File: config.mk
export PLATFORM = sky130hd
export DESIGN_NAME = regfile_wb_arbiter_flat
export DESIGN_NICKNAME = d
export VERILOG_FILES = /design/src/rtl/regfile_wb_if.sv /design/src/rtl/regfile_wb_arbiter.sv /design/src/flat_wrapper.sv
export SDC_FILE = /design/constraint.sdc
export NUM_CORES = 1
export LEC_CHECK = 0
export ABC_CLOCK_PERIOD_IN_PS = 3900
export CAP_MARGIN = 40
export CORE_MARGIN = 8
export CORE_UTILIZATION = 41
export DETAILED_ROUTE_END_ITERATION = 10
export PLACE_DENSITY_LB_ADDON = 0.08
export SETUP_SLACK_MARGIN = 0.3
export SLEW_MARGIN = 25
export SYNTH_ARGS = -nofsm -noshare
export SYNTH_HDL_FRONTEND = slang
export SYNTH_SLANG_ARGS = --single-unit
File: constraint.sdc
create_clock -name clk -period 3.9 [get_ports clk]
set_input_delay 0.585 -clock clk [delete_from_list [all_inputs] [get_ports clk]]
set_output_delay 0.585 -clock clk [all_outputs]
set_load 0.02 [all_outputs]
File: src/rtl/regfile_wb_if.sv
// Bundle between writeback sources/decode and the register-file write arbiter.
// The arbiter takes the slave modport.
interface regfile_wb_if #(
  parameter int DATA_W = 32,
  parameter int ADDR_W = 5,
  parameter int NREQ   = 3
);
  logic [NREQ-1:0]        req_valid;
  logic [NREQ-1:0]        req_ready;
  logic [NREQ*ADDR_W-1:0] req_addr;
  logic [NREQ*DATA_W-1:0] req_data;
  logic                   wr_en;
  logic [ADDR_W-1:0]      wr_addr;
  logic [DATA_W-1:0]      wr_data;
  logic [2:0]             wr_src;
  logic                   mark_valid;
  logic [ADDR_W-1:0]      mark_addr;
  logic [(1<<ADDR_W)-1:0] busy;
  logic                   idle;

  modport master (
    output req_valid, req_addr, req_data, mark_valid, mark_addr,
    input  req_ready, wr_en, wr_addr, wr_data, wr_src, busy, idle
  );

  modport slave (
    input  req_valid, req_addr, req_data, mark_valid, mark_addr,
    output req_ready, wr_en, wr_addr, wr_data, wr_src, busy, idle
  );
endinterface

File: src/rtl/regfile_wb_arbiter.sv
// Arbitrates NREQ writeback sources onto the single register-file write port and keeps a RAW busy scoreboard.
// Define WB_RR_ARB_EN for round-robin arbitration; otherwise fixed priority (lowest index wins).
module regfile_wb_arbiter #(
  parameter int DATA_W = 32,
  parameter int ADDR_W = 5,
  parameter int NREQ   = 3
) (
  input  logic         clk,
  input  logic         rst,
  regfile_wb_if.slave  bus
);
  localparam int NREG = 1 << ADDR_W;
  localparam int IW   = (NREQ > 1) ? $clog2(NREQ) : 1;

  logic [NREQ-1:0]   grant;
  logic [2:0]        gidx;
  logic              gany;

  logic              wr_en_d,   wr_en_q;
  logic [ADDR_W-1:0] wr_addr_d, wr_addr_q;
  logic [DATA_W-1:0] wr_data_d, wr_data_q;
  logic [2:0]        wr_src_d,  wr_src_q;
  logic [NREG-1:0]   busy_d,    busy_q;

`ifdef WB_RR_ARB_EN
  logic [2:0]        ptr_d,     ptr_q;

  always_comb begin
    int cand;
    grant = '0;
    gidx  = '0;
    gany  = 1'b0;
    cand  = 0;
    // Scan from the pointer, wrapping modulo NREQ; first valid requester wins.
    for (int k = 0; k < NREQ; k++) begin
      cand = int'(ptr_q) + k;
      if (cand >= NREQ) cand = cand - NREQ;
      if (!gany && bus.req_valid[IW'(cand)]) begin
        gany = 1'b1;
        gidx = 3'(cand);
      end
    end
    if (rst) gany = 1'b0;
    if (gany) grant = NREQ'(1) << gidx;
  end

  always_comb begin
    ptr_d = ptr_q;
    if (gany) ptr_d = (int'(gidx) == NREQ - 1) ? 3'd0 : gidx + 3'd1;
  end
`else
  always_comb begin
    grant = '0;
    gidx  = '0;
    gany  = 1'b0;
    for (int k = 0; k < NREQ; k++) begin
      if (!gany && bus.req_valid[IW'(k)]) begin
        gany = 1'b1;
        gidx = 3'(k);
      end
    end
    if (rst) gany = 1'b0;
    if (gany) grant = NREQ'(1) << gidx;
  end
`endif

  always_comb begin
    wr_en_d   = gany;
    wr_addr_d = wr_addr_q;
    wr_data_d = wr_data_q;
    wr_src_d  = wr_src_q;
    if (gany) begin
      wr_addr_d = bus.req_addr[gidx*ADDR_W +: ADDR_W];
      wr_data_d = bus.req_data[gidx*DATA_W +: DATA_W];
      wr_src_d  = gidx;
    end
    // Clear on retire first so a same-edge claim by a newer instruction wins.
    busy_d = busy_q;
    if (wr_en_q)        busy_d[wr_addr_q]     = 1'b0;
    if (bus.mark_valid) busy_d[bus.mark_addr] = 1'b1;
  end

  always_ff @(posedge clk or posedge rst) begin
    if (rst) begin
      wr_en_q   <= 1'b0;
      wr_addr_q <= '0;
      wr_data_q <= '0;
      wr_src_q  <= '0;
      busy_q    <= '0;
`ifdef WB_RR_ARB_EN
      ptr_q     <= '0;
`endif
    end else begin
      wr_en_q   <= wr_en_d;
      wr_addr_q <= wr_addr_d;
      wr_data_q <= wr_data_d;
      wr_src_q  <= wr_src_d;
      busy_q    <= busy_d;
`ifdef WB_RR_ARB_EN
      ptr_q     <= ptr_d;
`endif
    end
  end

  assign bus.req_ready = grant;
  assign bus.wr_en     = wr_en_q;
  assign bus.wr_addr   = wr_addr_q;
  assign bus.wr_data   = wr_data_q;
  assign bus.wr_src    = wr_src_q;
  assign bus.busy      = busy_q;
  assign bus.idle      = (busy_q == '0) && !wr_en_q && (bus.req_valid == '0);
endmodule

File: src/flat_wrapper.sv
// flat-port wrapper written by rule: the top's interface ports become plain ports
module regfile_wb_arbiter_flat 
#(
  parameter int DATA_W = 32,
  parameter int ADDR_W = 5,
  parameter int NREQ   = 3
)
  (clk, rst, bus_req_valid, bus_req_addr, bus_req_data, bus_mark_valid, bus_mark_addr, bus_req_ready, bus_wr_en, bus_wr_addr, bus_wr_data, bus_wr_src, bus_busy, bus_idle);
  regfile_wb_if #(.DATA_W(DATA_W), .ADDR_W(ADDR_W), .NREQ(NREQ)) bus_i ();
  input  logic clk;
  input  logic rst;
  input wire logic [$bits(bus_i.req_valid)-1:0] bus_req_valid;
  input wire logic [$bits(bus_i.req_addr)-1:0] bus_req_addr;
  input wire logic [$bits(bus_i.req_data)-1:0] bus_req_data;
  input wire logic [$bits(bus_i.mark_valid)-1:0] bus_mark_valid;
  input wire logic [$bits(bus_i.mark_addr)-1:0] bus_mark_addr;
  output wire logic [$bits(bus_i.req_ready)-1:0] bus_req_ready;
  output wire logic [$bits(bus_i.wr_en)-1:0] bus_wr_en;
  output wire logic [$bits(bus_i.wr_addr)-1:0] bus_wr_addr;
  output wire logic [$bits(bus_i.wr_data)-1:0] bus_wr_data;
  output wire logic [$bits(bus_i.wr_src)-1:0] bus_wr_src;
  output wire logic [$bits(bus_i.busy)-1:0] bus_busy;
  output wire logic [$bits(bus_i.idle)-1:0] bus_idle;
  assign bus_i.req_valid = bus_req_valid;
  assign bus_i.req_addr = bus_req_addr;
  assign bus_i.req_data = bus_req_data;
  assign bus_i.mark_valid = bus_mark_valid;
  assign bus_i.mark_addr = bus_mark_addr;
  assign bus_req_ready = bus_i.req_ready;
  assign bus_wr_en = bus_i.wr_en;
  assign bus_wr_addr = bus_i.wr_addr;
  assign bus_wr_data = bus_i.wr_data;
  assign bus_wr_src = bus_i.wr_src;
  assign bus_busy = bus_i.busy;
  assign bus_idle = bus_i.idle;
  regfile_wb_arbiter #(.DATA_W(DATA_W), .ADDR_W(ADDR_W), .NREQ(NREQ)) u_core (.clk(clk), .rst(rst), .bus(bus_i));
endmodule
# == After elaboration in Yosys (flattened, before gate mapping) ==
# Cells that the tools add are included.
# W data, S select, Z words.
# op_classes
n_mul,1
n_lt_le_gt_ge,4
n_shift,3
muxes,11
n_bitwise,3
n_reduce_logical,9
# ops
operator,count
$shiftx A96 B7 Y32,1
$mux W32,2
$and A32 B32 Y32,1
$logic_not A32 Y1,1
$not A32 Y32,1
$or A32 B32 Y32,1
$shiftx A15 B7 Y5,1
$lt A5 B6 Y1 const B,2
$demux W1 S5,2
$ge A5 B1 Y1 const B,2
$mux W1,6
$logic_and A1 B1 Y1,5
$mul A1 B3 Y4 const B,1
$logic_not A3 Y1,1
$mux W3,1
$shl A1 B1 Y3 const A,1
$logic_not A1 Y1,2
# word_totals
register_bits,73
in_bits,122
out_inout_bits,77

# == Logic depth before layout (Yosys ltp) ==
# depth
word_depth,9
mapped_depth,5
depth_no_buf,3

# == Least setup slack after synthesis ==
# No wires, ideal clock.
# synth_timing
path_kind,input to output
start,input port rst
end,output port bus_req_ready[1]
arrival_ps,1953
required_time_ps,3315
slack_ps,1362
cell_stages,3
cell_sequence,buf_2 inv_2 and2_1
# synth_via
elab_chain_cells,2
# synth_rtl
element,line,rtl
from (decl),flat_wrapper.sv:11,input logic rst;
$mux W1,regfile_wb_arbiter.sv:62,if (rst) gany = 1'b0;
$mux W3,regfile_wb_arbiter.sv:63,if (gany) grant = NREQ'(1) << gidx;
to (decl),flat_wrapper.sv:17,output wire logic [$bits(bus_i.req_ready)-1:0] bus_req_ready;
# No other way between the ends.

# == Worst setup path in the final report ==
# layout_timing
start,input port bus_req_valid[0]
end,output port bus_req_ready[1]
# layout_via
elab_chain_cells,6
elab_cells_between_ends,8
cone_classes,shift: 1; mux: 5; reduce/logical: 2
# layout_rtl
element,line,rtl
from (decl),flat_wrapper.sv:12,input wire logic [$bits(bus_i.req_valid)-1:0] bus_req_valid;
$mux W1 *,regfile_wb_arbiter.sv:57,if (!gany && bus.req_valid[IW'(k)]) begin
$logic_not A1 Y1,regfile_wb_arbiter.sv:57,
$logic_and A1 B1 Y1,regfile_wb_arbiter.sv:57,
$mux W1,regfile_wb_arbiter.sv:57,
$shl A1 B1 Y3 or $mux W1 (tied branches),"regfile_wb_arbiter.sv:63, regfile_wb_arbiter.sv:62",
$mux W3 *,regfile_wb_arbiter.sv:63,
# Mark *: on every way between the ends. The rest lies on a longest branch, timed or not.

==> results_dict.tcl <==
set metrics [dict create \
    path_class "in2out" \
    syn_to_final_growth_pct 57.0 \
    postSynthAreaPerCell_um2 9.81 \
    status "finished, final reports clean" \
    ant_nets 0 \
    end_kind "output pin" \
    post-cts-setup-buffers 0 \
    synth_top_cell_by_area "dfrtp_1" \
    synth_top_family_by_area "compound AO/OA/AOI/OAI gates" \
    post-route-period-util 0.748 \
    post_drt_wl_per_cell_um 19.1 \
    clk-insertion-delay-late_ns 0.34 \
    grt_pass1_wl_um 18300 \
    drt_iter0_drc 119 \
    synth_xor_area_frac 0 \
    root_buffer "clkbuf_8" \
    die_w_um 106 \
    fillers 660 \
    hold_viol_final 0 \
    io_pins 199 \
    drt-vias-per-instance 5.50 \
    ys_seq_area_frac 0.536 \
    place_ws_ns 0.981 \
    min-delay-path-class "reg2reg" \
    grt_pass1_vias 3480 \
    cts.sinks 71 \
    start_kind "input pin" \
    p_leak_nw 1.97 \
    first_pass_iters 4 \
    port-buffer-count 158 \
    drive_gt1_frac 0.0663 \
    synth-adder-area-share 0 \
    path_max_fanout 40 \
    setup-tns-final_ns 0 \
    timing.slew.headroom 0.527 \
    finalNetCount 615 \
    finalClockSkew_ns 0.0138 \
    dieArea_um2 11200 \
    grt_start_max_net_pins 52 \
    synth_top_area_frac 0.536 \
    drc 0 \
    postSynthCellCount 338 \
    start_util 0.427 \
    vias 3299 \
    path_clk_slew_ns 0.07 \
    synth_warnings 0 \
    grt.overflow.total 0 \
    synth_area_um2 3310 \
    rsz0062_at_grt "no" \
    slew_violations 0 \
    dp_hpwl_um 8460 \
    antenna_found_initial 0 \
    muxShareOfSynthArea 0 \
    maxCapViolCount 0 \
    synth-compound-area-share 0.270 \
    grtUsageMet2 0.336 \
    cts_resized 0 \
    fmax_mhz 343 \
    core_area_um2 7770 \
    use_met1 0.247 \
    crit_arrival_ns 2.33 \
    ir_worst_vdd_v 0.000279 \
    power_w 0.00281 \
    cts_tree "done" \
    gr-usage-all-layers 0.203 \
    synth-simple-area-share 0.145 \
    numCtsBuffers 9 \
    cts.path.max_buffers 2 \
    grtUsageMet3 0.0676 \
    layout_setup_ws_ns 0.984 \
    rows 32 \
    hold_buffers 0 \
    n_antenna_cell 0 \
    p_per_area_nw_per_um2 541 \
    dieHeight_um 106 \
    ys_types 26 \
    gp_congestion 0.826 \
    setup_violations 0 \
    synth_area_leaders "dfrtp_1 (54%), o21ai_1 (12%), a22oi_1 (8.4%), nor2b_1 (4.2%), a21oi_1 (2.9%)" \
    finalCriticalPeriod_ns 2.92 \
    grt-busiest-layer "met2" \
    required_ns 3.31 \
    routed_wl_um 11500 \
    worst_pin_slew_ns 0.707 \
    ys_ff_latch 71 \
    cts_max_level 3 \
]
-- final timing paths --
check / from / end / slack [ns] / cells past startpoint
max: bus_req_valid[0] / bus_req_ready[1] / 0.98 / 5
min: u_core.bus.wr_data[17] / u_core.bus.wr_data[17] / 0.48 / 2
max reg2reg: u_core.bus.wr_addr[0] / u_core.bus.busy[24] / 2.48 / 3
min reg2reg: u_core.bus.wr_data[17] / u_core.bus.wr_data[17] / 0.48 / 2
max in group asynchronous: rst / u_core.bus.busy[19] / 2.49 / 5
min in group asynchronous: rst / u_core.bus.wr_data[23] / 0.87 / 4
-- per-layer routing --
layer | up-vias | wire, um
li1 | 1555 | -
met4 | 0 | 84
met3 | 7 | 1140
met2 | 140 | 5750
met1 | 1597 | 4490
met5 | - | 0
-- area by class of cell --
cell class | count | area [um2] | area share
Clock buffer | 10 | 138 | 0.0264
Clock inverter | 6 | 92.6 | 0.0178
Inverter | 2 | 7.51 | 0.00144
Multi-Input combinational cell | 241 | 1390 | 0.266
Sequential cell | 71 | 1780 | 0.341
Tap cell | 102 | 128 | 0.0245
Timing Repair Buffer | 168 | 1680 | 0.322
-- critical path, cell delays in order --
cell and delay (ns):
clkdlybuf4s50_1 0.49, buf_4 0.39, nor2b_1 0.12, and2_1 0.19, clkdlybuf4s50_1 0.54
-- registers in the layout (all words and copies together) (netlist names) --
name	flops
u_core.bus.wr_en	1
u_core.bus.wr_data	32
u_core.bus.busy	32
u_core.bus.wr_addr	5
u_core.bus.wr_src	1
-- power breakdown --
group / leakage, nW / switching (W) / internal [W] / total [W]
registers: 0.815 / 0.000170 / 0.000925 / 0.00109
clock network: 0.109 / 0.000290 / 0.000381 / 0.000671
logic: 1.05 / 0.000520 / 0.000528 / 0.00105
-- through the flow --
step	util	std cells	instance area, um2	hold WS [ns]
final	0.670	600	5200	0.484
after global routing	0.670	600	5200	0.515
after CTS	0.670	600	5200	0.491
after detailed placement	0.640	584	4970	0.474
after global placement	0.637	583	4950	0.461
after floorplan	-	340	3320	0.590
-- placed cells by master, fill, tap and decap left out, drive strengths merged --
| master | n |
|---|---|
| clkdlybuf4s50 | 158 |
| o21ai | 101 |
| dfrtp | 71 |
| a22oi | 37 |
| nor2b | 22 |
| nand2 | 20 |
| a21oi | 19 |
| nand3b | 10 |
| clkbuf | 10 |
| buf | 10 |
| nor4 | 9 |
| or3b | 7 |
| nand3 | 5 |
| conb | 3 |
| inv | 3 |
| bufinv | 2 |
| clkinvlp | 2 |
| or3 | 2 |
| o21bai | 1 |
| nor2 | 1 |
| and2 | 1 |
| nand4 | 1 |
| nor3 | 1 |
| a21o | 1 |
| clkinv | 1 |
-- cell families after synthesis --
logic type / Yosys count
compound gates: 159
simple gates: 79
buf+inv: 28
other cells: 1
flops: 71
-- synth_stat cells, drive strengths merged --
cell    number
o21ai      101
dfrtp       71
a22oi       37
nor2b       22
buf         20
nand2       20
a21oi       19
nand3b      10
nor4         9
or3b         7
clkbuf       6
nand3        5
inv          2
or3          2
a21o         1
and2         1
conb         1
nand4        1
nor2         1
nor3         1
o21bai       1
Note: power is estimated with default switching activity, not from simulation.
